File: src/rtl/lsu_pkg.sv
// Shared encodings for the load/store unit: access size codes, FSM states
// and the alignment rule.
package lsu_pkg;

    localparam logic [1:0] SZ_BYTE = 2'b00;
    localparam logic [1:0] SZ_HALF = 2'b01;
    localparam logic [1:0] SZ_WORD = 2'b10;
    localparam logic [1:0] SZ_RSVD = 2'b11;

    localparam logic [1:0] ST_IDLE  = 2'd0;
    localparam logic [1:0] ST_READ  = 2'd1;
    localparam logic [1:0] ST_WRITE = 2'd2;
    localparam logic [1:0] ST_DONE  = 2'd3;

    function automatic logic is_misaligned(input logic [1:0] size, input logic [1:0] off);
        logic bad;
        bad = 1'b0;
        case (size)
            SZ_HALF: bad = off[0];
            SZ_WORD: bad = (off != 2'b00);
            SZ_RSVD: bad = 1'b1;
            default: bad = 1'b0;
        endcase
        return bad;
    endfunction

endpackage

File: src/rtl/lsu_lane.sv
// Big-endian lane extract (loads) and lane merge (sub-word stores).
// Byte offset 0 is bits [31:24]; halfword offset 0 is bits [31:16].
module lsu_lane
    import lsu_pkg::*;
(
    input  logic [31:0] word,
    input  logic [31:0] wdata,
    input  logic [1:0]  size,
    input  logic [1:0]  off,
    input  logic        sign_ext,
    output logic [31:0] load_val,
    output logic [31:0] merged
);

    logic [7:0]  lane_b;
    logic [15:0] lane_h;

    always_comb begin
        lane_b = 8'h00;
        case (off)
            2'd0:    lane_b = word[31:24];
            2'd1:    lane_b = word[23:16];
            2'd2:    lane_b = word[15:8];
            default: lane_b = word[7:0];
        endcase
        lane_h = off[1] ? word[15:0] : word[31:16];
    end

    always_comb begin
        load_val = word;
        case (size)
            SZ_BYTE: load_val = {{24{sign_ext & lane_b[7]}}, lane_b};
            SZ_HALF: load_val = {{16{sign_ext & lane_h[15]}}, lane_h};
            default: load_val = word;
        endcase
    end

    // Only the addressed lane(s) are replaced; the rest of the captured word is kept.
    always_comb begin
        merged = word;
        case (size)
            SZ_BYTE: begin
                case (off)
                    2'd0:    merged[31:24] = wdata[7:0];
                    2'd1:    merged[23:16] = wdata[7:0];
                    2'd2:    merged[15:8]  = wdata[7:0];
                    default: merged[7:0]   = wdata[7:0];
                endcase
            end
            SZ_HALF: begin
                if (off[1]) merged[15:0]  = wdata[15:0];
                else        merged[31:16] = wdata[15:0];
            end
            default: merged = wdata;
        endcase
    end

endmodule

File: src/rtl/load_store_unit.sv
// Load/store unit: sequences byte/halfword/word accesses to a word-wide
// data_memory, using read-modify-write for sub-word stores.
module load_store_unit
    import lsu_pkg::*;
#(
    parameter int ADDR_W = 10
) (
    input  logic              clk,
    input  logic              rst_n,
    input  logic              req,
    input  logic              we,
    input  logic [1:0]        size,
    input  logic              signExt,
    input  logic [ADDR_W-1:0] addr,
    input  logic [31:0]       wdata,
    output logic              busy,
    output logic              done,
    output logic [31:0]       rdata,
    output logic              misaligned,
    output logic [ADDR_W-3:0] dmAddress,
    output logic [31:0]       dmInData,
    output logic              dmMemRead,
    output logic              dmMemWrite,
    input  logic [31:0]       dmOutData,
    output logic [1:0]        state_dbg
);

    // Handshake: req is sampled only while busy=0; the access is accepted on
    // that edge, busy stays high until done pulses for one cycle, and
    // rdata/misaligned are valid with done and held until the next done.

    logic [1:0]        state;
    logic              a_we;
    logic [1:0]        a_size;
    logic              a_sext;
    logic [ADDR_W-1:0] a_addr;
    logic [31:0]       a_wdata;
    logic [31:0]       word_q;
    logic [31:0]       lane_word;
    logic [31:0]       load_val;
    logic [31:0]       merged;

    // During READ the lane logic sees memory directly so the load result is
    // ready at the closing edge; otherwise it works on the captured word.
    assign lane_word = (state == ST_READ) ? dmOutData : word_q;

    lsu_lane u_lane (
        .word     (lane_word),
        .wdata    (a_wdata),
        .size     (a_size),
        .off      (a_addr[1:0]),
        .sign_ext (a_sext),
        .load_val (load_val),
        .merged   (merged)
    );

    always_ff @(posedge clk) begin
        if (!rst_n) begin
            state      <= ST_IDLE;
            a_we       <= 1'b0;
            a_size     <= SZ_BYTE;
            a_sext     <= 1'b0;
            a_addr     <= '0;
            a_wdata    <= '0;
            word_q     <= '0;
            rdata      <= '0;
            misaligned <= 1'b0;
        end else begin
            case (state)
                ST_IDLE: begin
                    if (req) begin
                        a_we    <= we;
                        a_size  <= size;
                        a_sext  <= signExt;
                        a_addr  <= addr;
                        a_wdata <= wdata;
                        if (is_misaligned(size, addr[1:0])) begin
                            misaligned <= 1'b1;
                            state      <= ST_DONE;
                        end else if (we && size == SZ_WORD) begin
                            state <= ST_WRITE;
                        end else begin
                            state <= ST_READ;
                        end
                    end
                end
                ST_READ: begin
                    word_q <= dmOutData;
                    if (a_we) begin
                        state <= ST_WRITE;
                    end else begin
                        rdata      <= load_val;
                        misaligned <= 1'b0;
                        state      <= ST_DONE;
                    end
                end
                ST_WRITE: begin
                    misaligned <= 1'b0;
                    state      <= ST_DONE;
                end
                default: state <= ST_IDLE;
            endcase
        end
    end

    assign busy       = (state != ST_IDLE);
    assign done       = (state == ST_DONE);
    assign dmMemRead  = rst_n && (state == ST_READ);
    assign dmMemWrite = rst_n && (state == ST_WRITE);
    assign dmAddress  = (state == ST_READ || state == ST_WRITE) ? a_addr[ADDR_W-1:2] : '0;
    assign dmInData   = (state == ST_WRITE) ? merged : 32'h0;
    assign state_dbg  = state;

endmodule

File: config.mk
export PLATFORM = sky130hd
export DESIGN_NAME = load_store_unit
export DESIGN_NICKNAME = d
export VERILOG_FILES = /design/src/rtl/lsu_pkg.sv /design/src/rtl/lsu_lane.sv /design/src/rtl/load_store_unit.sv
export SDC_FILE = /design/constraint.sdc
export NUM_CORES = 1
export LEC_CHECK = 0
export BUFFER_PORTS_ARGS = -buffer_cell sky130_fd_sc_hd__buf_2
export CAP_MARGIN = 0
export CORE_UTILIZATION = 50
export CTS_CLUSTER_DIAMETER = 60
export DETAILED_ROUTE_END_ITERATION = 10
export PLACE_DENSITY = 0.82
export SKIP_LAST_GASP = 1
export SYNTH_ARGS = -nofsm -noshare
export SYNTH_HDL_FRONTEND = slang
export SYNTH_SLANG_ARGS = --single-unit
export TNS_END_PERCENT = 30
File: constraint.sdc
create_clock -name clk -period 3 [get_ports clk]
set_clock_uncertainty 0.1 [all_clocks]
set_input_delay 0.6 -clock clk [delete_from_list [all_inputs] [get_ports clk]]
set_output_delay 0.6 -clock clk [all_outputs]
set_load 0.1 [all_outputs]
==> impl.org <==
** Die
- Initial Util :: 0.5204
- For this design the top-level I/O count stands at 160.
- Core footprint :: between 10,000 and 15,000 sq um
- # rows :: 38
- The die covers ~12,000 sq um.
- From left edge to right edge, the die measures 109.2 microns.
- The die is 109.2 microns tall.

** Timing
- Post-Route Hold Slack :: 0.3252 ns
- Setup violations remaining at the end of the flow were counted as 1.
- Slew at the pin closest to its max-slew limit :: 1.070 ns
- Post-route fraction of the period consumed by the critical path :: 1.000
- Derived from the worst setup path, the maximum achievable clock frequency is 333.3 MHz.
- Setup repair after global routing could not meet its margin everywhere.
- The final max-slew violation count is 0.
- Worst setup slack after layout :: -0.0006719 ns
- Post-layout min period :: roughly 3 ns
- In this run the tightest slew margin relative to its limit is 0.2838.
- Final hold viol count :: 0

** Logic synthesis
- Ys Warns :: 0
- Summed over all instances, the cell type with the most area after synthesis is dfxtp_1.
- Prevailing post-synth register cell :: dfxtp_1
- Synthesis produced 687 cells.
- FFs w/ async S/R, synth :: 0
- Count of flip-flops with a built-in enable after synthesis :: 0
- Number of nets produced by synthesis :: 772
- Of the synthesized area, sequential elements account for 0.3941.
- Counting flops and latches in the post-synthesis netlist gives 113.
- The share of synthesized area in the top cell type comes to 0.3941.
- After synthesis the cells add up to ~5700 sq um.
- Top area cells in the synthesized netlist :: dfxtp_1, nand2_1, a21boi_0
- Mean post-synth cell area :: ~8.4 sq um
- The netlist uses 50 different library cells.

** Detailed routing
- Wire length reported by the detailed router :: 20,400 microns
- The routed layout has 6,142 vias.
- The pre-antenna-repair detailed-routing pass consisted of 5 iterations.
- Dividing the detail-routed via count by the number of cells gives roughly 6.
- Detail Route Antenna Nets :: 0
- DR iter-0 viols :: 800
- Average routed wire per standard cell :: 20.30 microns
- For this run, design rule violations remaining after detail routing come to 0.

** Worst setup path
- The worst setup path is launched from a flop.
- Critical path required time :: 2.30 ns
- Crit path launch :: state_dbg[1]$_SDFFE_PN0N_
- In this run the worst path has a maximum fanout of 11.
- The setup check on the worst reg-to-reg path leaves a slack of 0.65 ns.
- Number of cell instances on the worst register-to-register path :: 8
- At the worst endpoint, the arrival time is 2.30 ns.
- Startpoint-to-endpoint class of the critical path :: flop to output port
- The most critical setup path has its endpoint at dmInData[28].
- STA classifies the critical path endpoint as an output port.
- The worst register-to-register path begins at state_dbg[1]$_SDFFE_PN0N_.
- Endpoint of the worst register-to-register path :: rdata[17]$_SDFFE_PN0P_

** Power
- Leak :: 0.003398 uW
- VDD sags by at most 0.7709 mV.
- For this design the ratio of total power to cell area is 1156 nW/um^2.
- Power Total :: 9558 uW

** Cells and area
- The layout has 748 filler cells.
- The finished cells cover 8269 sq um.
- Sequential cell area :: 2271 sq um
- Final Non-Filler Cells :: ~1,000
- The number of antenna diodes in the final layout is 0.
- Area Growth Syn to Fin :: 44.05%
- Ratio of cells with drive above 1 in the final layout :: 0.3260
- Leaving out fill and tap cells, the most frequent cell in the layout is nand2_1.
- Final standard cell utilization of the core :: 0.7497
- At the end of the flow, the number of nets in the layout was 938.
- Multi-input gate area :: roughly 3500 sq um
- Most frequent cells in the layout :: nand2_1, buf_2, dfxtp_1

** Global routing
- Entering global routing, the biggest net connects 49 pins.
- Across every metal layer, demand over resource in global routing totals 0.3502.
- Global routing finished with a remaining overflow of 0.
- First-pass GRT wire length :: 31,330 microns
- Initial antenna violation count :: 0
- Number of global-route vias before repair :: 6,013

** Placement
- Placement-stage cell area :: between 7000 and 8000 sq um
- Port bufs :: 159
- HPWL reported at the end of detailed placement :: 14,280 microns
- Weighted congestion reported at the end of routability-driven placement :: around 0.91
- Total instance count after detailed placement :: 965

** Clocking
- Clock latency on the worst-skew pair, taken at its later pin, is roughly 0.42 ns.
- Root buffer cell :: clkbuf_16
- Clock tree synthesis inserted a total of 17 buffers.
- TritonCTS built the clock tree.
- Count of hold buffers inserted by post-cts repair :: 0
- Clock transition time at the flip-flop clock pins of the worst setup and hold paths :: 0.06 ns
- In this run the number of H-tree levels came out at 4.
- Deepest clock path buffer count :: 2
- Clock tree synthesis found a total of 113 sinks.

** Min path
- In this run the worst hold path is classified as primary input to flop.

** Job
- The tool flagged a number of max-cap violations equal to 0.

** Status
- Failing checks :: setup timing
- Run status :: finished, violations left
[kinds of logic (layout without fill, tap and decap cells)]
group,Yosys count,count (layout),synth area share
flip-flops,113,113,0.3941
buffers and inverters,67,245,0.05122
multiplexers,43,43,0.07847
adder cells (fa/ha/maj),4,4,0.008719
AND/OR/NAND/NOR,219,219,0.1700
AO/OA/AOI/OAI,241,241,0.2975
[routing by layer]
metal | global-route usage | vias to the layer above | wire, microns
met5 | 0 | - | 0
met4 | 0.1844 | 0 | 933
met3 | 0.06814 | 79 | 1678
met2 | 0.5773 | 368 | 9640
met1 | 0.4304 | 2909 | 8146
li1 | - | 2786 | -
[critical path, stage by stage (launching register included)]
cell and delay [ns]:
dfxtp_4 0.35, inv_1 0.12, ha_4 0.23, buf_6 0.22, mux2i_1 0.39, a221o_1 0.31, a21boi_4 0.08, buf_12 0.17
[repair_timing]
item                                    in CTS  in global routing
endpoints found under the setup margin      24                 12
pin swaps                                    2                  2
resized for setup                            3                  3
setup buffers                                4                  5
[worst min-delay path by stage]
stage	startpoint	slack (ns)	end	cells past startpoint
global route	wdata[11]	0.35	a_wdata[11]$_SDFFE_PN0P_	3
CTS	wdata[11]	0.32	a_wdata[11]$_SDFFE_PN0P_	3
global placement	a_addr[9]$_SDFFE_PN0P_	0.35	a_addr[9]$_SDFFE_PN0P_	2
detailed placement	a_wdata[26]$_SDFFE_PN0P_	0.36	a_wdata[26]$_SDFFE_PN0P_	2
finish	wdata[11]	0.33	a_wdata[11]$_SDFFE_PN0P_	3
floorplan	a_addr[2]$_SDFFE_PN0P_	0.34	a_addr[2]$_SDFFE_PN0P_	2
[cells in the mapped netlist (all sizes together), types with 2 or more instances]
cell type and n:
nor2b 29, or2 2, mux2i 37, a211oi 14, o21a 2, dfxtp 113
nand2b 3, a221o 15, a311oi 3, a221oi 8, nor2 10, o211a 6
inv 6, o31a 2, o21ai 28, nand2 148, a32oi 5, a22o 2
o22ai 14, clkbuf 41, mux2 6, buf 19, a21oi 37, o31ai 3
a21boi 72, a31oi 17, nand3 2, ha 4, o211ai 8, and2 19
[final cells by class]
cell class	instances	area share
timing repair buffer	207	0.2035
tap	140	0.02118
clock inverter	9	0.01846
sequential	113	0.2746
inverter	7	0.003177
multi-input combinational	507	0.4193
clock buffer	22	0.05977
[state kept, by name (all words and copies together), names as in the netlist]
name,count
a_addr,10
rdata,32
a_size,2
state_dbg,2
a_wdata,32
misaligned,1
a_sext,1
a_we,1
word_q,32
[stage by stage]
step	setup TNS [ns]	worst slack, ns
after floorplan	0	0.00006173
after global placement	0	0.3388
after detailed placement	0	0.2663
after CTS	0	0.005567
after global routing	-0.1211	-0.04171
final	-0.0006719	-0.0006719
[where the power goes]
group | leakage (uW) | switching [uW] | internal, uW
Clock | 0.000310 | 719 | 1490
Combinational | 0.00216 | 3670 | 1610
Sequential | 0.000926 | 214 | 1850
(Power assumes the default switching activity.)
